===== config.mk =====
export PLATFORM = sky130hd
export DESIGN_NAME = muldiv_hilo_unit
export DESIGN_NICKNAME = d
export VERILOG_FILES = /design/src/rtl/muldiv_hilo_unit.sv
export SDC_FILE = /design/constraint.sdc
export NUM_CORES = 1
export LEC_CHECK = 0
export CAP_MARGIN = 5
export CORE_ASPECT_RATIO = 1.25
export CORE_MARGIN = 10
export CORE_UTILIZATION = 59
export CTS_CLUSTER_DIAMETER = 50
export DETAILED_ROUTE_END_ITERATION = 6
export PLACE_DENSITY = 0.88
export SETUP_SLACK_MARGIN = 0.1
export SYNTH_ARGS = -nofsm -noshare
export SYNTH_HDL_FRONTEND = slang
export SYNTH_SLANG_ARGS = --single-unit

===== constraint.sdc =====
create_clock -name clk -period 3.75 [get_ports clk]
set_input_delay 0.75 -clock clk [delete_from_list [all_inputs] [get_ports clk]]
set_output_delay 0.75 -clock clk [all_outputs]
set_load 0.005 [all_outputs]

===== src/rtl/muldiv_hilo_unit.sv =====
// Iterative MULT/MULTU/DIV/DIVU unit that owns the architectural HI/LO registers.
// Shift-add multiply and restoring divide, one bit per cycle, with MTHI/MTLO writes applied in IDLE.
module muldiv_hilo_unit #(
    parameter int WIDTH = 32
) (
    input  logic             clk,
    input  logic             rst_n,
    input  logic             start,
    input  logic [1:0]       op,
    input  logic [WIDTH-1:0] a,
    input  logic [WIDTH-1:0] b,
    input  logic             hi_we,
    input  logic             lo_we,
    input  logic [WIDTH-1:0] wdata,
    output logic             busy,
    output logic             done,
    output logic [WIDTH-1:0] hi,
    output logic [WIDTH-1:0] lo
);
    localparam int CW = $clog2(WIDTH + 1);

    typedef enum logic [1:0] {
        IDLE = 2'd0,
        RUN  = 2'd1,
        FIX  = 2'd2
    } state_t;

    state_t               state_q, state_d;
    logic [CW-1:0]        count_q, count_d;
    logic                 is_div_q, is_div_d;
    logic                 neg_q, neg_d;
    logic                 rneg_q, rneg_d;
    logic [WIDTH-1:0]     opnd_q, opnd_d;
    logic [2*WIDTH-1:0]   prod_q, prod_d;
    logic [WIDTH-1:0]     rem_q, rem_d;
    logic [WIDTH-1:0]     quo_q, quo_d;
    logic [WIDTH-1:0]     hi_q, hi_d;
    logic [WIDTH-1:0]     lo_q, lo_d;
    logic                 done_q, done_d;
    logic                 busy_q, busy_d;

    logic                 sgn;
    logic                 dz;
    logic [WIDTH-1:0]     mag_a, mag_b;
    logic [WIDTH:0]       add_sum;
    logic [WIDTH:0]       rem_sh;
    logic                 rem_ge;
    logic [WIDTH-1:0]     rem_diff;
    logic [2*WIDTH-1:0]   prod_fix;
    logic [WIDTH-1:0]     quo_fix, rem_fix;

    assign sgn   = ~op[0];
    assign dz    = op[1] && (b == '0);
    assign mag_a = (sgn && a[WIDTH-1]) ? -a : a;
    assign mag_b = (sgn && b[WIDTH-1]) ? -b : b;

    // Multiply: prod_q holds {partial product, remaining multiplier bits}
    assign add_sum = {1'b0, prod_q[2*WIDTH-1:WIDTH]} + (prod_q[0] ? {1'b0, opnd_q} : '0);

    // Divide: the WIDTH+1-bit shifted remainder is compared before the subtract
    assign rem_sh   = {rem_q, quo_q[WIDTH-1]};
    assign rem_ge   = (rem_sh >= {1'b0, opnd_q});
    assign rem_diff = rem_sh[WIDTH-1:0] - opnd_q;

    assign prod_fix = neg_q  ? -prod_q : prod_q;
    assign quo_fix  = neg_q  ? -quo_q  : quo_q;
    assign rem_fix  = rneg_q ? -rem_q  : rem_q;

    always_comb begin
        state_d  = state_q;
        count_d  = count_q;
        is_div_d = is_div_q;
        neg_d    = neg_q;
        rneg_d   = rneg_q;
        opnd_d   = opnd_q;
        prod_d   = prod_q;
        rem_d    = rem_q;
        quo_d    = quo_q;
        hi_d     = hi_q;
        lo_d     = lo_q;
        done_d   = 1'b0;

        case (state_q)
            IDLE: begin
                if (hi_we) hi_d = wdata;
                if (lo_we) lo_d = wdata;
                if (start) begin
                    is_div_d = op[1];
                    count_d  = CW'(WIDTH);
                    state_d  = RUN;
                    if (op[1]) begin
                        // Divide by zero skips RUN; FIX then yields HI=a, LO=all ones
                        opnd_d = mag_b;
                        neg_d  = sgn & (a[WIDTH-1] ^ b[WIDTH-1]) & ~dz;
                        rneg_d = sgn & a[WIDTH-1] & ~dz;
                        rem_d  = dz ? a : '0;
                        quo_d  = dz ? '1 : mag_a;
                        if (dz) state_d = FIX;
                    end else begin
                        opnd_d = mag_a;
                        prod_d = {{WIDTH{1'b0}}, mag_b};
                        neg_d  = sgn & (a[WIDTH-1] ^ b[WIDTH-1]);
                        rneg_d = 1'b0;
                    end
                end
            end
            RUN: begin
                count_d = count_q - 1'b1;
                if (is_div_q) begin
                    rem_d = rem_ge ? rem_diff : rem_sh[WIDTH-1:0];
                    quo_d = {quo_q[WIDTH-2:0], rem_ge};
                end else begin
                    prod_d = {add_sum, prod_q[WIDTH-1:1]};
                end
                if (count_q == CW'(1)) state_d = FIX;
            end
            FIX: begin
                if (is_div_q) begin
                    hi_d = rem_fix;
                    lo_d = quo_fix;
                end else begin
                    hi_d = prod_fix[2*WIDTH-1:WIDTH];
                    lo_d = prod_fix[WIDTH-1:0];
                end
                done_d  = 1'b1;
                state_d = IDLE;
            end
            default: state_d = IDLE;
        endcase

        busy_d = (state_d != IDLE);
    end

    always_ff @(posedge clk or negedge rst_n) begin
        if (!rst_n) begin
            state_q  <= IDLE;
            count_q  <= '0;
            is_div_q <= 1'b0;
            neg_q    <= 1'b0;
            rneg_q   <= 1'b0;
            opnd_q   <= '0;
            prod_q   <= '0;
            rem_q    <= '0;
            quo_q    <= '0;
            hi_q     <= '0;
            lo_q     <= '0;
            done_q   <= 1'b0;
            busy_q   <= 1'b0;
        end else begin
            state_q  <= state_d;
            count_q  <= count_d;
            is_div_q <= is_div_d;
            neg_q    <= neg_d;
            rneg_q   <= rneg_d;
            opnd_q   <= opnd_d;
            prod_q   <= prod_d;
            rem_q    <= rem_d;
            quo_q    <= quo_d;
            hi_q     <= hi_d;
            lo_q     <= lo_d;
            done_q   <= done_d;
            busy_q   <= busy_d;
        end
    end

    assign busy = busy_q;
    assign done = done_q;
    assign hi   = hi_q;
    assign lo   = lo_q;

endmodule

==> results by group, run 1 <==
Die
  – Die area: 39000 sq um
  – Core area: 31000 sq um
  – Cell Rows: 72
  – Die Y: approximately 220 microns
  – Die width: 179 microns
  – I/O pins: 169
  – Starting Density: 59.9%

Timing
  – Final WS setup: 0.201 ns
  – Slew HR: 36.0%
  – Fmax: 282 MHz
  – Setup violators final: 0
  – Slew @ Worst Pin: 0.959 ns
  – Fin crit share: a little over nine tenths
  – Layout Skew: 0.0120 ns
  – RSZ-0062 raised after global routing: no
  – Max-slew violations: 0
  – Post-route minimum period: 3.55 ns
  – Hold Vio Cnt, Final: 0

Routing
  – Number of detailed-route iterations in the first pass: 6
  – Final wirelength: between 70000 and 80000 microns
  – DR iter-0 viols: 2510
  – DRC violations left: 0
  – Detail Route Antenna Nets: 0
  – Vias: 20000
  – Vias/cell: 6.83
  – Wire per inst: 25.2 microns

Synth
  – Synth Net Count: approximately 2500
  – Unique masters post-synth: 75
  – Register area share after synthesis: 31.9%
  – Synth Flop Type: dfrtp_1
  – Post-synth EDFFs: 0
  – Synth Warn #: 0
  – Synth Register Bits: 237
  – Syn Inst Count: 2352
  – Synthesized area: 18600 sq um
  – Ys async rst share: 100%
  – Mapped Avg Cell Area: 7.90 sq um

Pwr
  – Clock power share: between 10% and 20%
  – Psw: 11.2 mW
  – Combinational power share: a little over three fifths
  – Pwr per Cell Area: 1020 nW/um^2
  – Switching Fraction: 49.7%
  – Internal power: roughly 11 mW
  – Sequential Power Share: 24.1%
  – Worst VDD drop: between 0.0007 and 0.0008 V
  – Leakage: 9.08 nW

Place
  – Gpl congestion: 1.05
  – Post-DP HPWL: 57100 microns
  – Setup WS pre-CTS: -0.0292 ns
  – Port Buffers: approximately 170

Global routing
  – Largest net degree at the start of global routing: 85
  – GRT Total Usage: approximately 37%
  – Global-route wire length before repair: around 110000 microns
  – Antenna violations before repair: 0
  – Total congestion overflow: 0
  – Number of global-route vias before repair: 18700

CTS
  – Skew-Pair Late Insertion Delay: 0.58 ns
  – Clk pin slew, worst setup/hold paths: around 0.060 ns
  – CTS sink cnt: ~240
  – CTS tree: built
  – Root Buffer: clkbuf_16
  – CTS Buf Count: 29
  – Post-CTS Setup Bufs: 0
  – Hold Buf Count CTS: 0
  – Max Buffers Root-to-Sink: 3
  – CTS H-tree lvls: 1

Final layout
  – Final core utilization: 71.4%
  – Nets: 2680
  – FILL cells: 2514
  – Layout cells sized above 1: between 7 and 8%
  – # diodes: 0
  – Area grow syn2layout: 19.1%

Setup path
  – Critical Path Source Type: register
  – Sequence of cells on the critical path: or3_1, nor4_2, or4b_4, or3_1, or3_4, nand2_1, xor2_1, a21oi_1
  – WP data arrival: 3.95 ns
  – Slowest cell on the critical path: or4b_4
  – Crit path capture type: register
  – Most used cell, CP: or3_1
  – Buf/Inv on CP: 0
  – Delay-heaviest family, CP: simple AND/OR/NAND/NOR gates
  – Delay of the slowest critical-path stage: 0.54 ns
  – Critical path type: register to register
  – Worst EP required: 4.16 ns
  – CP max FO: 7

Run
  – Max-Cap Viols: 0

Hold path
  – Hold crit path type: primary input to asynchronous set/reset pin

Status
  – Status: completed
-- power groups by stage --
stage               logic [mW]  clock network [mW]  registers (mW)
finish                    14.1                2.96            5.42
global route              15.3                3.05            5.52
floorplan                 9.10                   0            4.81
detailed placement        13.6                   0            5.34
CTS                       13.7                2.95            5.31
global placement          13.2                   0            5.28
-- flip-flops by register name (all words and copies together), names as in the netlist --
| name | cells |
|---|---|
| busy | 1 |
| count_q | 6 |
| done | 1 |
| hi | 32 |
| is_div_q | 1 |
| lo | 32 |
| neg_q | 1 |
| opnd_q | 32 |
| prod_q | 64 |
| quo_q | 32 |
| rem_q | 32 |
| rneg_q | 1 |
| state_q | 2 |
-- layout make-up --
class / instances / area [sq um] / area share, %
clock buffers: 33 / 761 / 3.44
clock inverters: 20 / 243 / 1.10
inverters: 66 / 251 / 1.14
multi-input cells: 1903 / 11900 / 53.8
flip-flops and latches: 237 / 5930 / 26.8
well taps: 407 / 509 / 2.30
repair buffers: 267 / 2530 / 11.4
-- synth_stat cells (all sizes together), types with 5 or more instances --
cell type / instances / area (sq um)
o41ai: 22 / 219
or3b: 5 / 43.8
nand2: 278 / 1040
a21oi: 198 / 991
nor2b: 15 / 93.8
a211oi: 38 / 285
or4: 26 / 199
xor2: 111 / 972
nor4: 25 / 169
a22oi: 6 / 45.0
and3: 23 / 144
dfrtp: 237 / 5930
nand3: 42 / 215
a31oi: 41 / 257
o22ai: 37 / 231
o221ai: 21 / 184
or3: 46 / 303
o31a: 6 / 52.6
o211ai: 25 / 188
nand4: 14 / 87.6
nor3: 38 / 190
o21a: 9 / 67.6
xnor2: 116 / 1020
or2: 10 / 62.6
a221oi: 13 / 114
ha: 71 / 888
nor2: 211 / 792
o31ai: 62 / 465
a21o: 22 / 165
nand2b: 14 / 87.6
clkbuf: 126 / 473
o311ai: 5 / 43.8
and2: 11 / 68.8
buf: 20 / 80.1
inv: 65 / 244
o21ai: 248 / 1240
nor3b: 5 / 37.5
mux2i: 39 / 390
-- timing repair --
item,CTS,global route
pin swaps,0,2
gates resized for setup,3,8
endpoints found under the setup margin,3,14
hold endpoints to repair,0,0
-- worst paths after layout --
check / from / end / slack, ns / cells past startpoint
worst max-delay path: prod_q[21] / hi[13] / 0.20 / 8
worst min-delay path: rst_n / prod_q[60] / 0.16 / 1
worst max register to register: prod_q[21] / hi[13] / 0.20 / 8
worst min register to register: lo[31] / lo[31] / 0.48 / 2
max in group asynchronous: rst_n / opnd_q[26] / 2.62 / 2
min in group clk: lo[31] / lo[31] / 0.48 / 2
-- layout by cell type, fill, tap and decap left out, drive strengths merged, types with 9 or more instances in the layout --
cell and instances:
nor4 25, nand3 42, o22ai 37, nor2 211
or2 10, xnor2 116, clkinv 13, inv 69
or4 26, buf 100, o21a 9, nand4 14
clkbuf 33, o21ai 248, ha 71, nor3 38
nand2 278, clkdlybuf4s50 167, a221oi 13, a21oi 198
xor2 111, o221ai 21, a21o 22, and2 11
mux2i 39, dfrtp 237, or3 46, o41ai 22
nand2b 14, nor2b 15, a211oi 38, o31ai 62
a31oi 41, o211ai 25, and3 23
-- metal layers --
metal	part of all wire [%]	GRT usage [%]	wire length, microns	vias up
li1	-	-	-	8867
met1	37	46.6	27500	9434
met2	44	56.6	32600	1446
met3	12	6.80	8670	281
met4	6.9	21.8	5120	0
met5	0	0	0	-
-- logic make-up (layout without fill, tap and decap cells) --
logic type                 after synthesis  count (layout)  share of synthesized area (%)
muxes                                   44              44                           2.47
AOI/OAI and AO/OA                      785             785                           26.0
buffers and inverters                  212             386                           4.31
and+or+nand+nor                        774             774                           19.6
adders and majority gates               73              73                           5.00
xor gates and xnor gates               227             227                           10.7
DFF                                    237             237                           31.9
-- metrics by stage --
step / instances / setup TNS (ns) / hold WS (ns) / area, sq um / total power, mW
2_1_floorplan: 2352 / 0 / 0.450 / 18600 / 13.9
3_3_place_gp: 2880 / 0 / 0.461 / 21100 / 18.5
3_5_place_dp: 2880 / -0.0379 / 0.473 / 21100 / 18.9
4_1_cts: 2933 / 0 / 0.231 / 22100 / 22.0
5_1_grt: 2933 / 0 / 0.218 / 22100 / 23.9
6_report: 2933 / 0 / 0.163 / 22100 / 22.5
(Power assumes the default switching activity.)
==> run 2, diff against run 1 <==
- CORE_UTILIZATION: 59 -> 66
- DONT_BUFFER_PORTS: not set -> 1
- TNS_END_PERCENT: not set -> 5
==> run 2 against run 1 <==
- the flow now finishes with violations (design-rule violations, negative hold slack)
- count of clock-buffer cells in the layout is 2 higher
- combinational power fell by 11%
- clock power rose by 10%
- worst hold slack worse by 0.30 ns
- die area down 9.6%
- global-route usage rose by 0.15 points
- clock skew up 0.0063 ns
- first-iteration DRC count rose by 18%
- sequential power up 2%
- cell area fell by 8.9%
- maximum frequency down 1.7%
- utilization rose by 1.5 points
- critical endpoint is now rem_q[30]
==> results by group, run 2 (synthesized netlist as in run 1, its figures left out) <==
Global routing
  – GRT Total Usage: 36.7% (+0.15 points)
  – Number of global-route vias before repair: 17600 (-5.7%)
  – Antenna violations before repair: 2 (+2)
  – Global-route wire length before repair: 102000 microns (-7.7%)
  – Total congestion overflow: 0 (unchanged)
  – Largest net degree at the start of global routing: 238 (+180%)

Timing
  – Hold Vio Cnt, Final: 237 (+237)
  – Setup TNS: 0 ns (unchanged)
  – Fin Hold WS: -0.137 ns (-0.300 ns)
  – Post-route minimum period: 3.61 ns (+0.0617 ns)
  – RSZ-0062 raised after global routing: yes
  – Slew HR: 38.3% (+2.3 points)
  – Max-slew violations: 0 (unchanged)
  – Layout Skew: 0.0183 ns (+0.00632 ns)
  – Setup violators final: 0 (unchanged)
  – Final WS setup: 0.139 ns (-0.0617 ns)
  – Fin crit share: 96.3% (+1.6 points)
  – Fmax: 277 MHz (-1.7%)
  – Slew @ Worst Pin: 0.925 ns (-0.0337 ns)

CTS
  – CTS H-tree lvls: 1 (unchanged)
  – Max Buffers Root-to-Sink: 3 (unchanged)
  – Root Buffer: clkbuf_16
  – CTS sink cnt: 237 (unchanged)
  – Clk pin slew, worst setup/hold paths: 0.06 ns (about the same)
  – CTS Buf Count: 31 (+6.9%)
  – CTS tree: built
  – Skew-Pair Late Insertion Delay: 0.58 ns (about the same)

Final layout
  – Layout cells sized above 1: 7.13% (-0.79 points)
  – Most frequent cells in the layout: nand2_1, o21ai_0, dfrtp_1
  – # diodes: 0 (unchanged)
  – Largest Register: prod_q
  – Final core utilization: 72.9% (+1.5 points)
  – Area grow syn2layout: 8.56%
  – Commonest non-fill, non-tap cell in the layout: nand2_1
  – Nets: 2482 (-7.4%)
  – Largest register FFs: 64 (unchanged)

Routing
  – DRC violations left: 1 (+1)
  – Final wirelength: 68000 microns (-8.0%)
  – Number of detailed-route iterations in the first pass: 7 (+1)
  – Vias/cell: 7.12 (+4.3%)
  – Vias: 19100 (-4.8%)
  – Detail Route Antenna Nets: 0 (unchanged)
  – Wire per inst: 25.4 microns (+0.77%)
  – DR iter-0 viols: 2967 (+18%)

Die
  – I/O pins: 169 (unchanged)
  – Cell Rows: 68 (-5.6%)
  – Core area: 27700 sq um (-11%)
  – Die width: 170 microns (-4.8%)
  – Die Y: 208 microns (-5.0%)
  – Starting Density: 67.2% (+7.2 points)
  – Die area: 35300 sq um (-9.6%)

Setup path
  – Delay of the slowest critical-path stage: 0.56 ns (+0.02 ns)
  – Sequence of cells on the critical path: inv_1, ha_1, inv_1, fa_1, a211oi_2, o21ai_0, a31oi_1, o21bai_1, a2111oi_1, o21ai_0, a41oi_1, xor2_1, a31oi_1
  – WP data arrival: 4.06 ns (+0.11 ns)
  – CP max FO: 3 (-4)
  – Critical path type: register to register
  – Worst EP required: 4.20 ns (+0.04 ns)
  – Crit path capture type: register
  – Critical Path Source Type: register
  – Slowest cell on the critical path: a2111oi_1
  – Delay-heaviest family, CP: compound AO/OA/AOI/OAI gates
  – Buf/Inv on CP: 2 (+2)

Place
  – Gpl congestion: 1.07 (+2.2%)
  – Port Buffers: 0 (-100%)
  – Setup WS pre-CTS: 0.0220 ns (+0.0512 ns)
  – Post-DP HPWL: 52100 microns (-8.7%)

Run
  – Max-Cap Viols: 0 (unchanged)

Pwr
  – Worst VDD drop: 0.000635 V (-19%)
  – Pwr per Cell Area: 1060 nW/um^2 (+4.2%)
  – Leakage: 8.30 nW (-8.7%)

Hold path
  – Hold crit path type: primary input to asynchronous set/reset pin

Status
  – Failing checks: design-rule violations, negative hold slack
  – Status: complete, but fails checks
[run 2: worst reg2reg max path, stage by stage, from the launching register on]
cell and delay, ns:
dfrtp_1 0.43, inv_1 0.12, ha_1 0.18, inv_1 0.06, fa_1 0.44, a211oi_2 0.28
o21ai_0 0.14, a31oi_1 0.26, o21bai_1 0.18, a2111oi_1 0.56, o21ai_0 0.26, a41oi_1 0.31
xor2_1 0.17, a31oi_1 0.09
[run 2: routing by layer]
metal	GRT usage [%]	routed length (microns)
met1	46.8	24500
met3	9.47	9350
met2	56.3	30000
met4	18.4	4060
met5	0	27
[run 2: cell type report]
class                   count  area [sq um]
fillers                  2122          7490
clock buffers              35           831
multi-input cells        1903         11900
flip-flops and latches    237          5930
inverters                  66           248
well taps                 350           438
clock inverters            21           304
repair buffers             67           541
[run 2: through the flow]
stage / total power, mW / area [sq um] / std cells
finish: 21.4 / 20200 / 2679
global route: 22.7 / 20200 / 2679
CTS: 20.9 / 20200 / 2679
detailed placement: 17.6 / 19000 / 2623
global placement: 17.2 / 19000 / 2623
floorplan: 13.9 / 18600 / 2352
[run 2: final timing paths]
check / startpoint / end / slack [ns] / depth (start not counted)
setup / recovery: quo_q[31] / rem_q[30] / 0.14 / 13
hold / removal: rst_n / hi[23] / -0.14 / 0
setup reg to reg: quo_q[31] / rem_q[30] / 0.14 / 13
hold reg to reg: opnd_q[28] / opnd_q[28] / 0.49 / 2
max in group asynchronous: rst_n / rem_q[9] / 3.46 / 0
min in group clk: op[0] / neg_q / 0.27 / 1
[run 2: report_power, final]
group          internal [mW]  total, mW  switching, mW
Sequential              3.80       5.53           1.73
Clock                   2.02       3.27           1.25
Combinational           4.95       12.6           7.64
Total                   10.8       21.4           10.6
[run 2: repair_timing]
action,4_1_cts,5_1_grt
gates resized for setup,1,2
setup buffers,0,0
setup endpoints to repair,1,13
endpoints found under the hold margin,237,237
==> variant (settings of run 2) <==
Set the parameter `WIDTH` to 16 (it was 32).
--- a/src/rtl/muldiv_hilo_unit.sv
+++ b/src/rtl/muldiv_hilo_unit.sv
@@ -1,7 +1,7 @@
 // Iterative MULT/MULTU/DIV/DIVU unit that owns the architectural HI/LO registers.
 // Shift-add multiply and restoring divide, one bit per cycle, with MTHI/MTLO writes applied in IDLE.
 module muldiv_hilo_unit #(
-    parameter int WIDTH = 32
+    parameter int WIDTH = 16
 ) (
     input  logic             clk,
     input  logic             rst_n,
Interface: changed (5 resized); port bits go from 169 to 89. The function was not compared with the original's and may differ.
==> variant against run 2 <==
- power decreased by 50%
- critical endpoint is now prod_q[29]
- synthesized area decreased by 49%
- sequential share of layout area increased by 1.2 points
- the flow finishes with violations (design-rule violations)
- wire length decreased by 57%
- final area decreased by 50%
- sequential cell count decreased by 113
- largest cell class unchanged
- setup slack improved by 560 ps
==> variant: results (changes against run 2) <==
| Metric | Value |
|---|---|
| Post-synthesis sequential area ratio | 32.8% (+0.82 points) |
| DRC Markers | 9 (+8) |
| H-tree level count | 4 (+3) |
| Wire per inst | 22.2 µm (-13%) |
| Post-CTS Resized | 0 (-1) |
| Max reg flops | 32 (-50%) |
| Gpl congestion | 0.991 (-7.8%) |
| Worst-Margin Slew | 971 ps (+45.5 ps) |
| Vias in the first global route | 8,666 (-51%) |
| Synth cell count leaders | dfrtp_1, a21oi_1, nor2_1, nand2_1, o21ai_0 |
| Final setup skew | 7.69 ps (-10.6 ps) |
| Final HPWL DP | 21,200 µm (-59%) |
| Outcome | complete, but fails checks |
| Fillers | 1,025 (-52%) |
| Fin nets | 1,235 (-50%) |
| Most numerous cell in the Yosys netlist | dfrtp_1 |
| Leakage power | 4.22 nW (-49%) |
| Total global-route track usage | 29.5% (-7.2 points) |
| Largest net degree at the start of global routing | 125 (-47%) |
| RR Startpoint | prod_q[0] |
| Num CTS Buffers | 17 (-45%) |
| Max incr delay on CP | 440 ps (-120 ps) |
| Worst Setup EP | prod_q[29] |
| Layout cell share with drive strength beyond 1 | 6.16% (-0.96 points) |
| Synth area leaders | dfrtp_1, a21oi_1, o21ai_0, ha_1, nor2_1 |
| Initial antenna violation count | 0 (-2) |
| Clock Path Buffers | 2 (-1) |
| R2r setup slk | 700 ps (+560 ps) |
| Reg2reg path depth | 10 (-3) |
| Failing checks | design-rule violations |
| Global-route wire length before repair | 47,000 µm (-54%) |
| Peak VDD IR | 0.000735 V (+16%) |
| Via/cell ratio | 7.03 (-1.3%) |
| Placed inst area | 9500 µm² (-50%) |
| Number of distinct library cells after synthesis | 70 (-6.7%) |
| 1st-pass router iterations | 7 (unchanged) |
| Initial drt markers | 1,362 (-54%) |
| Most flop-heavy register | prod_q |
| Hold WC Path Type | input pin to async pin |
| Synth Net Count | 1,278 (-49%) |
| Slowest cell on crit path | dfrtp_1 |
| Worst skew pair latency | 430 ps (-150 ps) |
| Maximum fanout along the worst path | 16 (+13) |
variant: changes by cell type after synthesis, sizes merged, moves of 32 or more:
| cell | run 2 | this run |
|---|---|---|
| clkbuf | 126 | 52 |
| o21ai | 248 | 113 |
| a21oi | 198 | 120 |
| dfrtp | 237 | 124 |
| nand2 | 278 | 113 |
| nor2 | 211 | 119 |
| or3 | 46 | 12 |
| o31ai | 62 | 21 |
| xor2 | 111 | 51 |
| ha | 71 | 39 |
| xnor2 | 116 | 46 |
variant: logic make-up after synthesis:
| group | share of synthesized area [%] |
|---|---|
| fa+ha+maj | 5.57 |
| flops | 32.8 |
| simple gates | 19.8 |
| buf+inv | 4.94 |
| xor+xnor | 8.97 |
| mux | 1.88 |
| compound gates | 26.1 |
variant: layout make-up:
cell class,instances,share of cell area (%)
inverters,47,1.74
clock buffers,22,4.78
multi-input cells,938,58.5
well taps,175,2.16
flip-flops and latches,124,30.7
repair buffers,11,0.816
clock inverters,10,1.35
variant: worst min-delay path by stage:
stage / start / cells after the start / to / slack, ps
global placement: opnd_q[13] / 2 / opnd_q[13] / 450
CTS: rst_n / 0 / opnd_q[4] / 20
global route: rst_n / 0 / lo[4] / 10
detailed placement: rst_n / 0 / lo[7] / 460
floorplan: opnd_q[13] / 2 / opnd_q[13] / 440
finish: rst_n / 0 / lo[7] / 20
variant: through the flow:
stage	cells	setup WS, ps	hold slack (ps)	util (%)	power (mW)
CTS	1327	716	15.9	72.6	10.4
global route	1327	420	11.3	72.6	11.4
finish	1327	703	19.9	72.6	10.7
floorplan	1182	1150	439	-	7.24
global placement	1295	838	454	68.2	8.44
detailed placement	1295	771	456	68.2	8.63
variant: layer usage:
layer  vias up  GRT usage [%]  routed length, µm
li1       4187              -                  -
met1      4359           36.0              10700
met2       657           45.5              13300
met3       124           8.98               3810
met4         0           16.1               1560
met5         -              0                  0
variant: power by group:
part | switching (mW) | leakage [nW] | internal [mW]
logic | 3.65 | 2.40 | 2.36
clock network | 0.621 | 0.299 | 1.11
registers | 0.937 | 1.52 | 1.98
variant: worst reg2reg max path: stages, from the launching register on:
cell      delay, ps
dfrtp_1         440
inv_1           360
nor2_1          100
ha_1            330
nor2b_1         170
o31ai_1         360
a21oi_1         180
o311ai_0        420
a21oi_1         170
xor2_1          180
a22o_1          220
